==> src/rtl/dm_responder_pkg.sv <==
// Shared types and default geometry for the data-memory responder.
// The write-mode option is selected with the DM_WRITE_FIRST_EN macro.
package dm_responder_pkg;

  localparam int DEF_DATA_W  = 32;
  localparam int DEF_ADDR_W  = 7;
  localparam int DEF_DEPTH   = 128;
  localparam int DEF_LATENCY = 2;

  typedef enum logic [1:0] {
    IDLE = 2'd0,
    BUSY = 2'd1,
    RESP = 2'd2
  } state_t;

  // Counter must be able to hold LATENCY-1; clog2(LATENCY+1) covers it with margin.
  function automatic int cnt_width(input int latency);
    return (latency < 1) ? 1 : $clog2(latency + 1);
  endfunction

  localparam int DEF_CNT_W = cnt_width(DEF_LATENCY);

endpackage

==> src/rtl/dm_resp_ram.sv <==
// Single-port synchronous word array with a registered read port.
// DM_WRITE_FIRST_EN selects write-first; otherwise a store returns the old word.
module dm_resp_ram
  import dm_responder_pkg::*;
#(
  parameter int DATA_W = DEF_DATA_W,
  parameter int ADDR_W = DEF_ADDR_W,
  parameter int DEPTH  = DEF_DEPTH
) (
  input  logic              clk,
  input  logic              rst,
  input  logic              en,
  input  logic              we,
  input  logic [ADDR_W-1:0] addr,
  input  logic [DATA_W-1:0] wdata,
  output logic [DATA_W-1:0] rdata
);

  localparam int IDX_W = (DEPTH > 1) ? $clog2(DEPTH) : 1;

  logic [DATA_W-1:0] mem [DEPTH];
  logic [IDX_W-1:0]  idx;

  assign idx = addr[IDX_W-1:0];

  // The array itself is never reset; only the read register is.
  always_ff @(posedge clk) begin
    if (en && we) begin
      mem[idx] <= wdata;
    end
  end

  always_ff @(posedge clk or posedge rst) begin
    if (rst) begin
      rdata <= '0;
    end else if (en) begin
`ifdef DM_WRITE_FIRST_EN
      rdata <= we ? wdata : mem[idx];
`else
      rdata <= mem[idx];
`endif
    end
  end

endmodule

==> src/rtl/dm_responder.sv <==
// Fixed-latency data-memory responder for the SimpleRISC DM port.
// Store response data depends on DM_WRITE_FIRST_EN (write-first vs read-first).
module dm_responder
  import dm_responder_pkg::*;
#(
  parameter int DATA_W  = DEF_DATA_W,
  parameter int ADDR_W  = DEF_ADDR_W,
  parameter int DEPTH   = DEF_DEPTH,
  parameter int LATENCY = DEF_LATENCY
) (
  input  logic              clk,
  input  logic              rst,
  input  logic              ena,
  input  logic              wea,
  input  logic [ADDR_W-1:0] addra,
  input  logic [DATA_W-1:0] dina,
  output logic [DATA_W-1:0] douta,
  output logic              done
);

  localparam int CNT_W = cnt_width(LATENCY);
  localparam logic [CNT_W-1:0]  CNT_LOAD = CNT_W'(LATENCY - 1);
  localparam logic [CNT_W-1:0]  CNT_ONE  = CNT_W'(1);
  localparam logic [ADDR_W:0]   DEPTH_L  = (ADDR_W + 1)'(DEPTH);

  state_t            state;
  logic [CNT_W-1:0]  cnt;
  logic              req_we;
  logic [ADDR_W-1:0] req_addr;
  logic [DATA_W-1:0] req_data;
  logic              oob_q;
  logic              in_range;
  logic              access;
  logic [DATA_W-1:0] ram_rdata;

  assign in_range = ({1'b0, req_addr} < DEPTH_L);
  assign access   = (state == RESP);

  // The access edge is the one leaving RESP, so done and data appear together.
  always_ff @(posedge clk or posedge rst) begin
    if (rst) begin
      state    <= IDLE;
      cnt      <= '0;
      done     <= 1'b0;
      oob_q    <= 1'b0;
      req_we   <= 1'b0;
      req_addr <= '0;
      req_data <= '0;
    end else begin
      done <= 1'b0;
      case (state)
        IDLE: begin
          if (ena) begin
            req_we   <= wea;
            req_addr <= addra;
            req_data <= dina;
            cnt      <= CNT_LOAD;
            state    <= (LATENCY == 1) ? RESP : BUSY;
          end
        end
        BUSY: begin
          cnt <= cnt - CNT_ONE;
          if (cnt == CNT_ONE) begin
            state <= RESP;
          end
        end
        RESP: begin
          done  <= 1'b1;
          oob_q <= ~in_range;
          state <= IDLE;
        end
        default: state <= IDLE;
      endcase
    end
  end

  dm_resp_ram #(
    .DATA_W (DATA_W),
    .ADDR_W (ADDR_W),
    .DEPTH  (DEPTH)
  ) u_ram (
    .clk   (clk),
    .rst   (rst),
    .en    (access && in_range),
    .we    (req_we),
    .addr  (req_addr),
    .wdata (req_data),
    .rdata (ram_rdata)
  );

  // Out-of-range accesses leave the RAM register untouched and report zero instead.
  assign douta = oob_q ? '0 : ram_rdata;

endmodule

==> config.mk <==
export PLATFORM = sky130hd
export DESIGN_NAME = dm_responder
export DESIGN_NICKNAME = d
export VERILOG_FILES = /design/src/rtl/dm_responder_pkg.sv /design/src/rtl/dm_resp_ram.sv /design/src/rtl/dm_responder.sv
export SDC_FILE = /design/constraint.sdc
export NUM_CORES = 2
export LEC_CHECK = 0
export CORE_MARGIN = 3
export CORE_UTILIZATION = 45
export CTS_BUF_LIST = sky130_fd_sc_hd__clkbuf_16
export CTS_CLUSTER_SIZE = 40
export DETAILED_ROUTE_END_ITERATION = 6
export PLACE_DENSITY_LB_ADDON = 0.12
export SLEW_MARGIN = 20
export SYNTH_ARGS = -nofsm -noshare
export SYNTH_HDL_FRONTEND = slang
export SYNTH_SLANG_ARGS = --single-unit
==> constraint.sdc <==
create_clock -name clk -period 3.6 [get_ports clk]
set_input_delay 0.36 -clock clk [delete_from_list [all_inputs] [get_ports clk]]
set_output_delay 0.36 -clock clk [all_outputs]
set_load 0.02 [all_outputs]
# Yosys cells after proc, flatten, opt, wreduce, memory -nomap -nowiden
# Memories as Yosys holds them, arrays and structs flattened. A register that Yosys moved wholly into a read port is not among the register bits.
# Index checks and enable logic that the tools add are counted.
[op_classes]
add_sub_neg = 1
n_eq_ne = 5
muxes = 7
n_reduce_logical = 6
[ops]
columns = ["op", "n"]
rows = [
  ["case mux 2 bit (2 select lines)", 2],
  ["AND reduction 2 bit", 3],
  ["equality test 2 x 1 -> 1 bit, second input constant", 2],
  ["two-way mux 2 bit", 2],
  ["!= test 2 bit, second input constant", 2],
  ["two-way mux 1 bit", 3],
  ["equality test 2 bit, second input constant", 1],
  ["zero test 2 bit", 1],
  ["nonzero test 2 bit", 1],
  ["subtractor 2 x 1 -> 2 bit, second input constant", 1],
  ["logical AND 1 bit", 1],
]
[totals]
reg_bits = 45
ram_bits = 4096
input_bits = 43
output_inout_bits = 33
wordCells = 26
mem_count = 1
[mem_list]
columns = ["name", "words", "word_bits", "read_ports", "rd_clocked_by_memory_dff", "wr", "line", "source"]
rows = [
  ["u_ram.mem", 128, 32, 1, 1, 1, "dm_resp_ram.sv:21", "logic [DATA_W-1:0] mem [DEPTH];"],
]

# Logic depth before layout (Yosys ltp)
[logic_depth]
word_depth = 4
mapped_depth = 13
mapped_depth_nobuf = 8

# Cells and area by module
# From an unflattened synthesis, not the netlist that was laid out.
[hier_totals]
cells_unflattened = 8776
hier_area_um2 = 160521.5
[by_module_without_submodules]
columns = ["module", "n_inst", "cells_each", "area_each_um2", "seq_area_each_um2"]
rows = [
  ["dm_resp_ram", 1, 8676, 158811.1, 123798.7],
  ["dm_responder", 1, 100, 1710.4, 1126.1],
]

# Worst setup path before layout
# No wires, ideal clock.
[synth_timing]
path_type = "register to register"
start = "reg req_addr[0]"
end = "mem u_ram.mem[114][0] (netlist name) (enable)"
setup_time_ps = 421
arrival_time_ps = 3339
required_time_ps = 3179
path_slack_ps = -160
path_stages_with_launch = 10
path_buffers = 6
synth_period_minus_slack_ps = 3760
cell_sequence = "dfrtp_1 buf_6 buf_12 nor3b_2 buf_2 buf_4 buf_2 nand2_1 clkbuf_1 nor2_1"
[synth_lines]
columns = ["item", "line", "source"]
rows = [
  ["from (decl)", "dm_responder.sv:29", "logic [ADDR_W-1:0] req_addr;"],
  ["from (signal assigned)", "dm_responder.sv:55", "req_addr <= addra;"],
  ["to (decl)", "dm_resp_ram.sv:21", ""],
]
# No word-level cell before the write port.

==> results.sh <==
export IMPL_wire_per_inst_um=40.5
export IMPL_core_area_um2=354000
export IMPL_placement_cell_area_um2=176000
export IMPL_tightest_slew_ns=1.32
export IMPL_synth_warnings=0
export IMPL_fin_nets=9629
export IMPL_end_kind="flop"
export IMPL_avgSynthCellArea_um2=18.6
export IMPL_port_buffers=75
export IMPL_dpl_cell_count=13838
export IMPL_hold_class="input port to flop"
export IMPL_path_class="flop to flop"
export IMPL_grt_max_degree=129
export IMPL_layout_commonest_cell="edfxtp_1"
export IMPL_instances_no_fill=14700
export IMPL_clock_path_buffers=4
export IMPL_skew_ns=0.0905
export IMPL_grt_pass1_wl_mm=801
export IMPL_drc_errors=4
export IMPL_setup_ws_ns=-0.0650
export IMPL_setup_violations=5
export IMPL_via_count=97002
export IMPL_antenna_found_initial=48
export IMPL_max_cap_viol_count=0
export IMPL_syn_nets=8687
export IMPL_numCtsBuffers=435
export IMPL_cts_clk_slew_worst_paths_ns=0.06
export IMPL_cts_htree_levels=5
export IMPL_grt_use_total_pct=32.1
export IMPL_syn_inst=8643
export IMPL_ys_seq_area_share_pct=77.8
export IMPL_area_growth_syn_to_layout_pct=18.9
export IMPL_cp_slowest_cell="a31oi_1"
export IMPL_post_route_util_pct=54.0
export IMPL_drt_iter0_markers=15863
export IMPL_die_width_um=603
export IMPL_totalWireLength_mm=596
export IMPL_finalHoldViolations=0
export IMPL_worstPathRequired_ns=4.55
export IMPL_synth_main_ff_cell="edfxtp_1"
export IMPL_fin_crit_ns=3.67
export IMPL_p_leak_nw=61.2
export IMPL_violations="design-rule violations, negative setup slack"
export IMPL_start_util_pct=45.4
export IMPL_ios=76
export IMPL_layout_drive_gt1_share_pct=24.9
export IMPL_tns_ns=-0.231
export IMPL_async_flop_share_pct=1.85
export IMPL_critPathLaunchType="flop"
export IMPL_place_gp_congestion=0.919
export IMPL_grt_overflow=0
export IMPL_synth_edff_count=4096
export IMPL_grt_pass1_vias=92103
export IMPL_fin_crit_sh_pct=102
export IMPL_status="complete, but fails checks"
export IMPL_synth_seq_cells=4173
export IMPL_final_cell_mix="edfxtp_1 (4096), buf_4 (712), a221oi_1 (545), clkbuf_16 (440), mux2i_1 (354)"
export IMPL_power_per_cell_area_nw_per_um2=904
export IMPL_rsz0062_at_grt="no"
export IMPL_slowest_delay_ns=0.76
export IMPL_whs_ns=0.0470
export IMPL_final_antenna_net_count=0
export IMPL_synth_distinct_cells=92
export IMPL_fillers=27785
export IMPL_dieHeight_um=603
export IMPL_syn_area_um2=161000
export IMPL_clk_latency_ns=1.03
export IMPL_cp_data_arrival_time_ns=4.62
export IMPL_die_area_um2=364000
export IMPL_viasPerCell=6.60
export IMPL_root_buffer="clkbuf_16"
export IMPL_fmax_ghz=0.273
export IMPL_cp_cell_sequence="buf_4, or2_2, nor2_1, o221ai_1, a31oi_1, a21oi_1, a41oi_1"
export IMPL_cts_sinks=4173
export IMPL_ir_worst_vdd_uv=1010
export IMPL_dp_hpwl_mm=364
export IMPL_post_route_cell_area_um2=191000
export IMPL_drv_slew=0
export IMPL_slew_headroom_pct=11.9
export IMPL_rows=218
export IMPL_cts_tree="built"
export IMPL_drt_first_pass_iters=7
export IMPL_worstPathMaxFanout=14
## layout make-up
class	count	area (um^2)	share of cell area, %
sequential	4173	125000	65.5
multi-input combinational	3835	33200	17.4
timing repair buffer	1130	12700	6.65
clock buffer	438	11000	5.74
tap	4730	5920	3.10
clock inverter	359	2930	1.54
inverter	10	73.8	0.0387
antenna	25	62.6	0.0328
## worst paths after layout
check | startpoint | to | slack [ns] | depth (start not counted)
setup / recovery | req_addr[6]$_DFFE_PP0P_ | u_ram.rdata[17]$_DFFE_PP0N_ | -0.07 | 7
setup reg to reg | req_addr[6]$_DFFE_PP0P_ | u_ram.rdata[17]$_DFFE_PP0N_ | -0.07 | 7
min in group asynchronous | rst | u_ram.rdata[29]$_DFFE_PP0N_ | 0.48 | 3
hold / removal | dina[10] | req_data[10]$_DFFE_PP0P_ | 0.05 | 2
max in group asynchronous | rst | req_addr[3]$_DFFE_PP0P_ | 2.32 | 3
hold reg to reg | cnt[0]$_DFFE_PP0P_ | cnt[0]$_DFFE_PP0P_ | 0.49 | 1
## synthesized netlist by cell type, types with 27 or more instances
cell type  number  area (um^2)
edfxtp_1     4096       123000
a221oi_1      548         4800
nor2_1        400         1500
mux2i_1       358         3580
nand2_1       322         1210
o21ai_0       293         1470
mux2_2        288         3240
a21oi_1       264         1320
mux4_2        262         5900
a22oi_1       226         1700
buf_2         217         1090
clkbuf_1      172          646
buf_4         116          871
a221o_1       111         1110
dfrtp_1        77         1930
o22ai_1        77          482
buf_6          68          766
o221ai_1       59          517
a22o_1         58          508
a211oi_1       53          398
a31oi_1        51          319
buf_1          40          150
nand3_1        37          185
nor3_1         33          165
a222oi_1       31          310
o211ai_1       27          203
## per-layer routing
metal	GRT usage, %	part of all wire (%)	vias to the layer above	wire length (um)
met5	0	0.013	-	79
met4	15.1	5.6	12	33500
met3	7.73	12	1094	69800
met2	47.8	44	6523	264000
met1	44.6	38	51346	229000
li1	-	-	38027	-
## metrics by stage
| step | power (mW) | setup slack [ns] |
|---|---|---|
| 2_1_floorplan | 91.9 | -0.160 |
| 3_3_place_gp | 126 | -0.649 |
| 3_5_place_dp | 127 | -0.599 |
| 4_1_cts | 171 | 0.00184 |
| 5_1_grt | 176 | 0.00902 |
| 6_report | 173 | -0.0650 |
## critical path, delay by kind of cell (launching register included)
family	cells	cell delay [ns]
flip-flops	1	0.52
AND/OR/NAND/NOR	2	1.09
AO/OA/AOI/OAI	4	1.72
buffers and inverters	1	0.27
## repair_timing
| item | in CTS | in global routing |
|---|---|---|
| gates resized for setup | 32 | 13 |
| pin swaps | 2 | 3 |
| hold buffers | 31 | 0 |
| setup buffers | 0 | 6 |
| gates cloned | 1 | 2 |
| hold endpoints to repair | 69 | 0 |
| endpoints found under the setup margin | 12 | 11 |
## registers in the layout, indices dropped and copies added, names as in the netlist
signal	count
state	2
req_addr	7
u_ram.mem	4096
cnt	2
req_we	1
req_data	32
u_ram.rdata	32
done	1
## logic make-up (layout without fill, tap and decap cells)
logic type | after synthesis | count (layout) | synth area share (%)
AOI/OAI and AO/OA | 2017 | 2017 | 9.43
adders and majority gates | 1 | 1 | 0.00779
buffers and inverters | 635 | 1937 | 2.34
DFF | 4173 | 4173 | 77.8
muxes | 914 | 914 | 8.02
other | 0 | 25 | 0
and+or+nand+nor | 903 | 903 | 2.38
## report_power, final
| group | leakage [nW] | switching, mW | internal, mW | total (mW) |
|---|---|---|---|---|
| logic | 16.3 | 41.9 | 20.4 | 62.3 |
| clock network | 7.14 | 19.2 | 24.9 | 44.1 |
| registers | 37.7 | 4.87 | 61.3 | 66.2 |
Power figures use the tool's default switching activity.
